## src/rtl/dynode_integrator_if.sv

```systemverilog
// Bundles the dynode_integrator sample/trigger inputs and event outputs.
// The master drives samples and triggers; the slave is the integrator.
interface dynode_integrator_if;
    logic [11:0] adc_data;
    logic [11:0] baseline;
    logic        dyn_trig;
    logic [23:0] trig_time;
    logic [3:0]  integstartdly;
    logic [3:0]  integcount;
    logic [11:0] dyn_energy;
    logic [3:0]  dyn_ingcnt;
    logic [23:0] evntim;
    logic        ene_load;
    logic        busy;
    logic [15:0] drop_cnt;

    modport master (
        output adc_data, baseline, dyn_trig, trig_time, integstartdly, integcount,
        input  dyn_energy, dyn_ingcnt, evntim, ene_load, busy, drop_cnt
    );

    modport slave (
        input  adc_data, baseline, dyn_trig, trig_time, integstartdly, integcount,
        output dyn_energy, dyn_ingcnt, evntim, ene_load, busy, drop_cnt
    );
endinterface

```

## src/rtl/dynode_integrator.sv

```systemverilog
// Per-trigger dynode energy integrator: start delay, baseline-subtracted sum, pileup cut-off,
// and a gap-spaced output stage with a one-entry pending buffer feeding dynode_pileup.
module dynode_integrator #(
    parameter int unsigned ENE_SHIFT = 0,
    parameter int unsigned MIN_GAP   = 4
) (
    input logic                i_clk,
    input logic                i_reset,
    dynode_integrator_if.slave bus
);
    localparam int unsigned GapW = (MIN_GAP > 1) ? $clog2(MIN_GAP) : 1;
    localparam logic [GapW-1:0] GapLoad = GapW'(MIN_GAP - 1);

    typedef enum logic [1:0] {StIdle, StDelay, StInteg} state_e;

    state_e          r_state;
    logic [3:0]      r_dly;
    logic [3:0]      r_max;
    logic [3:0]      r_n;
    logic [15:0]     r_acc;
    logic [23:0]     r_time;
    logic [GapW-1:0] r_gap;
    logic            r_pend;
    logic [11:0]     r_pend_energy;
    logic [3:0]      r_pend_n;
    logic [23:0]     r_pend_time;
    logic [11:0]     r_energy;
    logic [3:0]      r_ingcnt;
    logic [23:0]     r_evntim;
    logic            r_load;
    logic            r_busy;
    logic [15:0]     r_drop;

    logic [11:0] w_diff;
    logic [15:0] w_acc_sum;
    logic [3:0]  w_n_inc;
    logic        w_accept;
    logic        w_fin;
    logic [15:0] w_fin_acc;
    logic [3:0]  w_fin_n;
    logic [1:0]  w_drop_fsm;
    logic [15:0] w_shift;
    logic [11:0] w_fin_energy;
    logic        w_gap_zero;
    logic        w_emit_pend;
    logic        w_emit_fin;
    logic        w_drop_out;
    logic [16:0] w_drop_sum;

    assign w_diff    = (bus.adc_data > bus.baseline) ? bus.adc_data - bus.baseline : 12'd0;
    assign w_acc_sum = r_acc + {4'd0, w_diff};
    assign w_n_inc   = r_n + 4'd1;

    // A pileup trigger may both close the running event and open (or drop) a new one.
    always_comb begin
        w_accept   = 1'b0;
        w_fin      = 1'b0;
        w_fin_acc  = w_acc_sum;
        w_fin_n    = w_n_inc;
        w_drop_fsm = 2'd0;
        case (r_state)
            StIdle: begin
                if (bus.dyn_trig) begin
                    if (bus.integcount != 4'd0) w_accept = 1'b1;
                    else                        w_drop_fsm = 2'd1;
                end
            end
            StDelay: begin
                if (bus.dyn_trig) w_drop_fsm = 2'd1;
            end
            StInteg: begin
                if (bus.dyn_trig) begin
                    if (r_n != 4'd0) begin
                        w_fin     = 1'b1;
                        w_fin_acc = r_acc;
                        w_fin_n   = r_n;
                    end else begin
                        w_drop_fsm = 2'd1;
                    end
                    if (bus.integcount != 4'd0) w_accept = 1'b1;
                    else                        w_drop_fsm = w_drop_fsm + 2'd1;
                end else if (w_n_inc == r_max) begin
                    w_fin = 1'b1;
                end
            end
            default: ;
        endcase
    end

    assign w_shift      = w_fin_acc >> ENE_SHIFT;
    assign w_fin_energy = (|w_shift[15:12]) ? 12'hFFF : w_shift[11:0];
    assign w_gap_zero   = (r_gap == '0);
    assign w_emit_pend  = r_pend & w_gap_zero;
    assign w_emit_fin   = w_fin & ~r_pend & w_gap_zero;
    assign w_drop_out   = w_fin & r_pend & ~w_gap_zero;
    assign w_drop_sum   = {1'b0, r_drop} + 17'(w_drop_fsm) + 17'(w_drop_out);

    always_ff @(posedge i_clk) begin
        if (i_reset) begin
            r_state       <= StIdle;
            r_dly         <= '0;
            r_max         <= '0;
            r_n           <= '0;
            r_acc         <= '0;
            r_time        <= '0;
            r_gap         <= '0;
            r_pend        <= 1'b0;
            r_pend_energy <= '0;
            r_pend_n      <= '0;
            r_pend_time   <= '0;
            r_energy      <= '0;
            r_ingcnt      <= '0;
            r_evntim      <= '0;
            r_load        <= 1'b0;
            r_busy        <= 1'b0;
            r_drop        <= '0;
        end else begin
            r_load <= w_emit_pend | w_emit_fin;
            if (w_emit_pend) begin
                r_energy <= r_pend_energy;
                r_ingcnt <= r_pend_n;
                r_evntim <= r_pend_time;
            end else if (w_emit_fin) begin
                r_energy <= w_fin_energy;
                r_ingcnt <= w_fin_n;
                r_evntim <= r_time;
            end
            if (w_emit_pend | w_emit_fin) r_gap <= GapLoad;
            else if (!w_gap_zero)         r_gap <= r_gap - GapW'(1);

            // A finish parks in pending when it cannot go out now and the slot is (being) freed.
            if (w_fin && !w_emit_fin && (w_emit_pend || !r_pend)) begin
                r_pend        <= 1'b1;
                r_pend_energy <= w_fin_energy;
                r_pend_n      <= w_fin_n;
                r_pend_time   <= r_time;
            end else if (w_emit_pend) begin
                r_pend <= 1'b0;
            end
            r_drop <= w_drop_sum[16] ? 16'hFFFF : w_drop_sum[15:0];

            if (w_accept) begin
                r_time  <= bus.trig_time;
                r_max   <= bus.integcount;
                r_dly   <= bus.integstartdly;
                r_acc   <= '0;
                r_n     <= '0;
                r_state <= (bus.integstartdly != 4'd0) ? StDelay : StInteg;
                r_busy  <= 1'b1;
            end else begin
                case (r_state)
                    StDelay: begin
                        if (r_dly == 4'd1) r_state <= StInteg;
                        else               r_dly   <= r_dly - 4'd1;
                    end
                    StInteg: begin
                        if (bus.dyn_trig || (w_n_inc == r_max)) begin
                            r_state <= StIdle;
                            r_busy  <= 1'b0;
                        end else begin
                            r_acc <= w_acc_sum;
                            r_n   <= w_n_inc;
                        end
                    end
                    default: ;
                endcase
            end
        end
    end

    assign bus.dyn_energy = r_energy;
    assign bus.dyn_ingcnt = r_ingcnt;
    assign bus.evntim     = r_evntim;
    assign bus.ene_load   = r_load;
    assign bus.busy       = r_busy;
    assign bus.drop_cnt   = r_drop;
endmodule

```

## src/flat_wrapper.sv

```systemverilog
// flat-port wrapper written by rule: the top's interface ports become plain ports
module dynode_integrator_flat 
#(
    parameter int unsigned ENE_SHIFT = 0,
    parameter int unsigned MIN_GAP   = 4
)
  (i_clk, i_reset, bus_adc_data, bus_baseline, bus_dyn_trig, bus_trig_time, bus_integstartdly, bus_integcount, bus_dyn_energy, bus_dyn_ingcnt, bus_evntim, bus_ene_load, bus_busy, bus_drop_cnt);
  dynode_integrator_if bus_i ();
  input logic i_clk;
  input logic i_reset;
  input wire logic [$bits(bus_i.adc_data)-1:0] bus_adc_data;
  input wire logic [$bits(bus_i.baseline)-1:0] bus_baseline;
  input wire logic [$bits(bus_i.dyn_trig)-1:0] bus_dyn_trig;
  input wire logic [$bits(bus_i.trig_time)-1:0] bus_trig_time;
  input wire logic [$bits(bus_i.integstartdly)-1:0] bus_integstartdly;
  input wire logic [$bits(bus_i.integcount)-1:0] bus_integcount;
  output wire logic [$bits(bus_i.dyn_energy)-1:0] bus_dyn_energy;
  output wire logic [$bits(bus_i.dyn_ingcnt)-1:0] bus_dyn_ingcnt;
  output wire logic [$bits(bus_i.evntim)-1:0] bus_evntim;
  output wire logic [$bits(bus_i.ene_load)-1:0] bus_ene_load;
  output wire logic [$bits(bus_i.busy)-1:0] bus_busy;
  output wire logic [$bits(bus_i.drop_cnt)-1:0] bus_drop_cnt;
  assign bus_i.adc_data = bus_adc_data;
  assign bus_i.baseline = bus_baseline;
  assign bus_i.dyn_trig = bus_dyn_trig;
  assign bus_i.trig_time = bus_trig_time;
  assign bus_i.integstartdly = bus_integstartdly;
  assign bus_i.integcount = bus_integcount;
  assign bus_dyn_energy = bus_i.dyn_energy;
  assign bus_dyn_ingcnt = bus_i.dyn_ingcnt;
  assign bus_evntim = bus_i.evntim;
  assign bus_ene_load = bus_i.ene_load;
  assign bus_busy = bus_i.busy;
  assign bus_drop_cnt = bus_i.drop_cnt;
  dynode_integrator #(.ENE_SHIFT(ENE_SHIFT), .MIN_GAP(MIN_GAP)) u_core (.i_clk(i_clk), .i_reset(i_reset), .bus(bus_i));
endmodule
```

## config.mk

```make
export PLATFORM = sky130hd
export DESIGN_NAME = dynode_integrator_flat
export DESIGN_NICKNAME = d
export VERILOG_FILES = /design/src/rtl/dynode_integrator_if.sv /design/src/rtl/dynode_integrator.sv /design/src/flat_wrapper.sv
export SDC_FILE = /design/constraint.sdc
export NUM_CORES = 1
export LEC_CHECK = 0
export CAP_MARGIN = 20
export CORE_ASPECT_RATIO = 1.2
export CORE_MARGIN = 5
export CORE_UTILIZATION = 40
export DETAILED_ROUTE_END_ITERATION = 12
export PLACE_DENSITY = 0.69
export SLEW_MARGIN = 20
export SYNTH_ARGS = -nofsm -noshare
export SYNTH_HDL_FRONTEND = slang
export SYNTH_SLANG_ARGS = --single-unit
```

## constraint.sdc

```tcl
create_clock -name i_clk -period 6.3 [get_ports i_clk]
set_input_delay 1.26 -clock i_clk [delete_from_list [all_inputs] [get_ports i_clk]]
set_output_delay 1.26 -clock i_clk [all_outputs]
set_load 0.05 [all_outputs]
```

# Word level (Yosys, flattened, before mapping)
# Cells that the tools add are included.
[op_classes]
addsub = 8
order_cmp = 1
n_eq_ne = 8
mux = 46
bitwise = 9
reduce_logical = 24
[op_table]
columns = ["operator", "n"]
rows = [
  ["16-bit two-way mux", 4],
  ["12-bit two-way mux", 4],
  ["24-bit two-way mux", 2],
  ["4-bit two-way mux", 8],
  ["2-bit two-way mux", 11],
  ["16-bit by 2-bit adder with 17-bit output", 1],
  ["17-bit by 1-bit adder with 17-bit output", 1],
  ["16-bit by 12-bit adder with 16-bit output", 1],
  ["1-bit two-way mux", 15],
  ["12-bit greater-than comparator", 1],
  ["4-bit nonzero test", 3],
  ["12-bit subtractor", 1],
  ["2-bit nonzero test", 5],
  ["3-bit by 1-bit inequality test with 1-bit output (second input constant)", 2],
  ["2-bit case mux with 3 select lines", 1],
  ["2-bit AND reduction", 3],
  ["1-bit bitwise AND", 5],
  ["4-bit by 1-bit adder with 4-bit output (second input constant)", 1],
  ["4-bit by 1-bit == test with 1-bit output (second input constant)", 1],
  ["4-bit == test", 1],
  ["2-bit zero test", 2],
  ["2-bit case mux with 2 select lines", 1],
  ["2-bit OR reduction", 2],
  ["4-bit OR reduction", 1],
  ["other kinds (14)", 19],
]
[totals]
register_bits = 155
in_bits = 59
output_inout_bits = 58
wordCells = 113

# Longest topological paths before layout
# Gate-level depths: netlist of run 1.
[depth]
word_depth = 11
mapped_depth = 23

# Worst setup path after synthesis of run 1
# No wires, ideal clock.
[synth_timing]
kind = "input port to flip-flop"
from = "input port bus_baseline[2]"
to = "register u_core.r_energy[10], in the netlist u_core.bus.dyn_energy[10]"
t_arrival_ns = 5.354
required_ns = 6.172
path_slack_ns = 0.818
stages = 21
n_path_buf = 2
cell_sequence = "inv_1 -> ha_1 -> nor2b_1 -> o21ai_0 -> a21boi_0 -> o21ai_0 -> a211oi_1 -> o31a_1 -> o21ai_0 -> clkbuf_1 -> nor3_1 -> ha_1 -> nor2b_1 -> o31a_1 -> o211ai_1 -> a31oi_1 -> nor3_1 -> a211oi_1 -> nor4b_1 -> buf_2 -> o211ai_1"
[synth_between]
elab_chain_cells = 10
elab_cells_between_ends = 11
cone_classes = "2 x add/sub; 1 x order compare; 7 x mux; 1 x reduce/logical"
[synth_lines]
columns = ["element", "line", "rtl"]
rows = [
  ["start, declared", "flat_wrapper.sv:12", "input wire logic [$bits(bus_i.baseline)-1:0] bus_baseline;"],
  ["12-bit subtractor or 12-bit greater-than comparator (tied branches)", "dynode_integrator.sv:50", "assign w_diff = (bus.adc_data > bus.baseline) ? bus.adc_data - bus.baseline : 12'd0;"],
  ["12-bit two-way mux *", "dynode_integrator.sv:50", ""],
  ["16-bit by 12-bit adder with 16-bit output *", "dynode_integrator.sv:51", "assign w_acc_sum = r_acc + {4'd0, w_diff};"],
  ["16-bit two-way mux", "dynode_integrator.sv:73", "if (r_n != 4'd0) begin"],
  ["16-bit two-way mux", "dynode_integrator.sv:72", "if (bus.dyn_trig) begin"],
  ["16-bit two-way mux *", "dynode_integrator.sv:61", "case (r_state)"],
  ["4-bit OR reduction", "dynode_integrator.sv:91", "assign w_fin_energy = (|w_shift[15:12]) ? 12'hFFF : w_shift[11:0];"],
  ["12-bit two-way mux *", "dynode_integrator.sv:91", ""],
  ["12-bit two-way mux *", "dynode_integrator.sv:123", "end else if (w_emit_fin) begin"],
  ["12-bit two-way mux *", "dynode_integrator.sv:119", "if (w_emit_pend) begin"],
  ["end signal, assigned", "dynode_integrator.sv:120", "r_energy <= r_pend_energy;"],
  ["end signal, assigned", "dynode_integrator.sv:124", "r_energy <= w_fin_energy;"],
  ["end, declared", "dynode_integrator.sv:27", "logic [11:0] r_energy;"],
]
# Every way passes the cells marked *; elsewhere a longest branch is shown, timed or not. The select of a mux whose other input is x is not followed.
# A chain may end at the register's enable or synchronous reset.

# Final worst setup path of run 1
[layout_timing]
from = "input port bus_adc_data[0]"
to = "register u_core.r_pend_energy[11]"
[layout_between]
elab_chain_cells = 8
elab_cells_between_ends = 9
cone_classes = "2 x add/sub; 1 x order compare; 5 x mux; 1 x reduce/logical"
[layout_lines]
columns = ["element", "line", "rtl"]
rows = [
  ["start, declared", "flat_wrapper.sv:11", "input wire logic [$bits(bus_i.adc_data)-1:0] bus_adc_data;"],
  ["12-bit subtractor or 12-bit greater-than comparator (tied branches)", "dynode_integrator.sv:50", ""],
  ["12-bit two-way mux *", "dynode_integrator.sv:50", ""],
  ["16-bit by 12-bit adder with 16-bit output *", "dynode_integrator.sv:51", ""],
  ["16-bit two-way mux", "dynode_integrator.sv:73", ""],
  ["16-bit two-way mux", "dynode_integrator.sv:72", ""],
  ["16-bit two-way mux *", "dynode_integrator.sv:61", ""],
  ["4-bit OR reduction", "dynode_integrator.sv:91", ""],
  ["12-bit two-way mux *", "dynode_integrator.sv:91", ""],
  ["end signal, assigned", "dynode_integrator.sv:134", "r_pend_energy <= w_fin_energy;"],
  ["end, declared", "dynode_integrator.sv:24", "logic [11:0] r_pend_energy;"],
]
# Every way passes the cells marked *; elsewhere a longest branch is shown, timed or not.

==> key figures, run 1 <==
Synthesis
  – EDFF count, synth: 0
  – Synth Area per Inst: 7.85 sq um
  – Cell taking the most area after synthesis: dfxtp_1
  – Synth top cells by count: nand2_1, dfxtp_1, a21oi_1, nor2_1, clkbuf_1
  – Post-Syn Area: 7880 sq um
  – Post-synth ARST share: 0
  – Main synth FF type: dfxtp_1
  – Number of library cell types mapped by synthesis: 53
  – Share of the synthesized area in the top cell type: 0.394
  – Yosys reg bits: 155
  – Yosys warning count: 0
  – Sequential-to-total area share from yosys stat: 0.394
  – Largest cells by area after synthesis: dfxtp_1, nand2_1, a21oi_1, ha_1, nor2_1
  – Count leader, synth: nand2_1
  – Post-Syn Instances: 1004
  – Syn nets: 1102

Worst setup path
  – Worst setup SP type: input pin
  – CP Data Required Time: 6.62 ns
  – Reg2Reg Launch Point: u_core.r_n[0]
  – Crit-path cells: clkdlybuf4s50_1 > inv_1 > ha_1 > fa_1 > nor2b_1 > o21ai_0 > a21boi_0 > o21ai_0 > a211oi_1 > o31a_1 > nor2_1 > nor2_1 > ha_1 > inv_1 > fa_1 > nor2b_1 > o31a_1 > o211ai_1 > a31oi_2 > nor3_1 > a211oi_1 > nor3b_1 > buf_4 > a311oi_1
  – Crit path largest cell delay: 0.45 ns
  – CP bufs+invs: 4
  – CP Capture Type: register
  – Crit path max fanout: 12
  – Worst Path Arrival: 6.06 ns
  – Slowest CP cell: clkdlybuf4s50_1
  – Setup crit start: bus_adc_data[0]
  – Worst Path Class, Setup: input pin to register
  – Crit-path leading delay family: compound AO/OA/AOI/OAI gates

Min path
  – Worst min path class: register to register
  – Hold Startpoint: u_core.r_pend_time[0]

Global routing
  – Grt ovf: 0
  – First-pass GRT wire length: 31400 um
  – Vias in the first global route: 6541
  – Initial antenna violation count: 0
  – Largest net degree at the start of global routing: 82
  – All-layer global routing usage: 0.164

Die
  – Core ar.: 19500 sq um
  – Chip width: 138 um
  – Die footprint: 22600 sq um
  – Ports: 117
  – Die H: 164 um
  – Rows: 56
  – Starting Density: 0.405

Run
  – Max Cap Viol: 0

Layout
  – Post-Layout Cell Count: 1359
  – Diode count: 0
  – Layout cell share with drive strength beyond 1: 0.0565
  – Nets: 1183
  – Area Overhead vs Synth: 24.6%

CTS
  – CTS buffer count: 17
  – H-tree depth: 4
  – Max Buffers Root-to-Sink: 2
  – # clock sinks: 155
  – CTS tree: built
  – Clk Latency, worst-skew pair: 0.43 ns
  – Clock transition at the registers of the reported paths: 0.06 ns
  – Clk root buf: clkbuf_16

Place
  – PortBufs: 116
  – Dpl hpwl: 13000 um
  – GPL Wtd Cong: 0.797
  – Setup WS pre-CTS: -0.0138 ns
  – Placed Cells: 1327

Detailed routing
  – Final wirelength: 18900 um
  – Via-per-instance ratio: 5.18
  – Avg WL per Cell: 13.9 um
  – Remaining DRCs: 0
  – Total iterations of the first detailed-routing run: 5
  – Iteration-0 DRC Markers: 326
  – Vias: 7035
  – Post-DRT Antenna Nets: 0

Timing
  – Max Freq: 174 MHz
  – # setup viols final: 0
  – Slew Limit Fails: 0
  – Final worst-path cycle share: 0.911
  – Worst slew pin tran: 0.974 ns
  – Setup repair after global routing missed its margin: no
  – Minimum clock period: 5.74 ns
  – Worst slew margin: 0.351
  – Setup TNS: 0 ns
  – Final Skew: 0.00967 ns
  – Final hold violation count: 0
  – Worst setup margin: 0.558 ns

Power and ir drop
  – Combinational share of power: 0.179
  – PwrDens: 255 nW/um^2
  – Net Switching: 715 uW
  – Cell Int Power: 1.79 mW
  – Sw Ratio: 0.285
  – Sequential share of power: 0.424
  – Leak: 3.55 nW
  – VDD IR max: 0.192 mV
  – Clock power share: 0.397
  – Tot Pwr: 2.50 mW

Outcome
  – Status: complete, no violations
worst paths after layout:
kind / endpoint / slack, ns / cells after the start
setup / recovery: u_core.r_pend_energy[11] / 0.56 / 24
hold / removal: u_core.r_pend_time[0] / 0.45 / 2
setup reg to reg: u_core.bus.drop_cnt[1] / 2.00 / 14
hold reg to reg: u_core.r_pend_time[0] / 0.45 / 2
area by class of cell:
| class | instances | area [sq um] |
|---|---|---|
| Clock buffer | 21 | 470 |
| Fill cell | 1921 | 9660 |
| Timing Repair Buffer | 128 | 1260 |
| Multi-Input combinational cell | 751 | 4430 |
| Tap cell | 261 | 327 |
| Sequential cell | 155 | 3100 |
| Clock inverter | 11 | 110 |
| Inverter | 32 | 120 |
stage by stage:
| step | area (sq um) | utilization | hold WS [ns] |
|---|---|---|---|
| 5_1_grt | 9820 | 0.504 | 0.474 |
| 2_1_floorplan | 7880 | - | 0.437 |
| 3_5_place_dp | 9230 | 0.474 | 0.447 |
| 6_report | 9820 | 0.504 | 0.455 |
| 4_1_cts | 9810 | 0.504 | 0.456 |
| 3_3_place_gp | 9230 | 0.474 | 0.443 |
tightest hold or removal path, stage by stage, from the launching register on:
cell and delay (ns):
dfxtp_1 0.31, nand2_1 0.05, a21oi_1 0.05
sequential cells by signal (all words and copies together) (netlist names):
signal / cells
u_core.r_pend_time: 24
u_core.bus.busy: 1
u_core.r_state: 2
u_core.r_pend_energy: 12
u_core.r_n: 4
u_core.r_acc: 16
u_core.r_pend: 1
u_core.r_max: 4
u_core.bus.ene_load: 1
u_core.r_time: 24
u_core.bus.evntim: 24
u_core.bus.dyn_ingcnt: 4
u_core.r_dly: 4
u_core.r_pend_n: 4
u_core.bus.drop_cnt: 16
u_core.r_gap: 2
u_core.bus.dyn_energy: 12
logic make-up (layout without fill, tap and decap cells):
| family | Yosys count | after routing | share of synthesized area |
|---|---|---|---|
| AO/OA/AOI/OAI | 234 | 234 | 0.193 |
| XOR/XNOR | 39 | 39 | 0.0433 |
| adder cells (fa/ha/maj) | 40 | 40 | 0.0670 |
| buffers and inverters | 98 | 192 | 0.0489 |
| flip-flops | 155 | 155 | 0.394 |
| multiplexers | 10 | 10 | 0.0129 |
| AND/OR/NAND/NOR | 428 | 428 | 0.241 |
repair_timing:
item                                    in CTS  in global routing
hold buffers                                 0                  0
setup buffers                                0                  0
resized for setup                            0                  2
endpoints found under the setup margin       0                 24
placed cells by master (no fill, tap or decap), drive strengths merged, types with 13 or more instances in the layout:
| cell type | count |
|---|---|
| nand2 | 219 |
| o211ai | 17 |
| dfxtp | 155 |
| clkbuf | 21 |
| or3 | 18 |
| inv | 33 |
| o21ai | 19 |
| ha | 35 |
| nor3 | 13 |
| xor2 | 19 |
| xnor2 | 20 |
| a311oi | 38 |
| a211oi | 19 |
| nor2 | 98 |
| buf | 13 |
| clkdlybuf4s50 | 115 |
| a21oi | 108 |
metal layers:
metal	vias to the layer above	GRT usage	share of wire
met4	0	0.0629	0.015
li1	3630	-	-
met5	-	0	0
met3	26	0.0335	0.039
met1	3247	0.201	0.45
met2	132	0.285	0.49
power by group through the flow:
stage | clock network (mW) | logic [mW] | registers, mW
after global placement | 0 | 0.443 | 1.08
after global routing | 1.06 | 0.506 | 1.07
after detailed placement | 0 | 0.449 | 1.08
final | 0.995 | 0.448 | 1.06
after CTS | 1.02 | 0.453 | 1.06
after floorplan | 0 | 0.300 | 1.10
Power figures use the tool's default switching activity.
==> inputs of run 2 (changes only) <==
HOLD_SLACK_MARGIN = 0.15   (was not set)
==> results of run 2 <==
The final DEF is identical to that of run 1; final timing and power are the same.
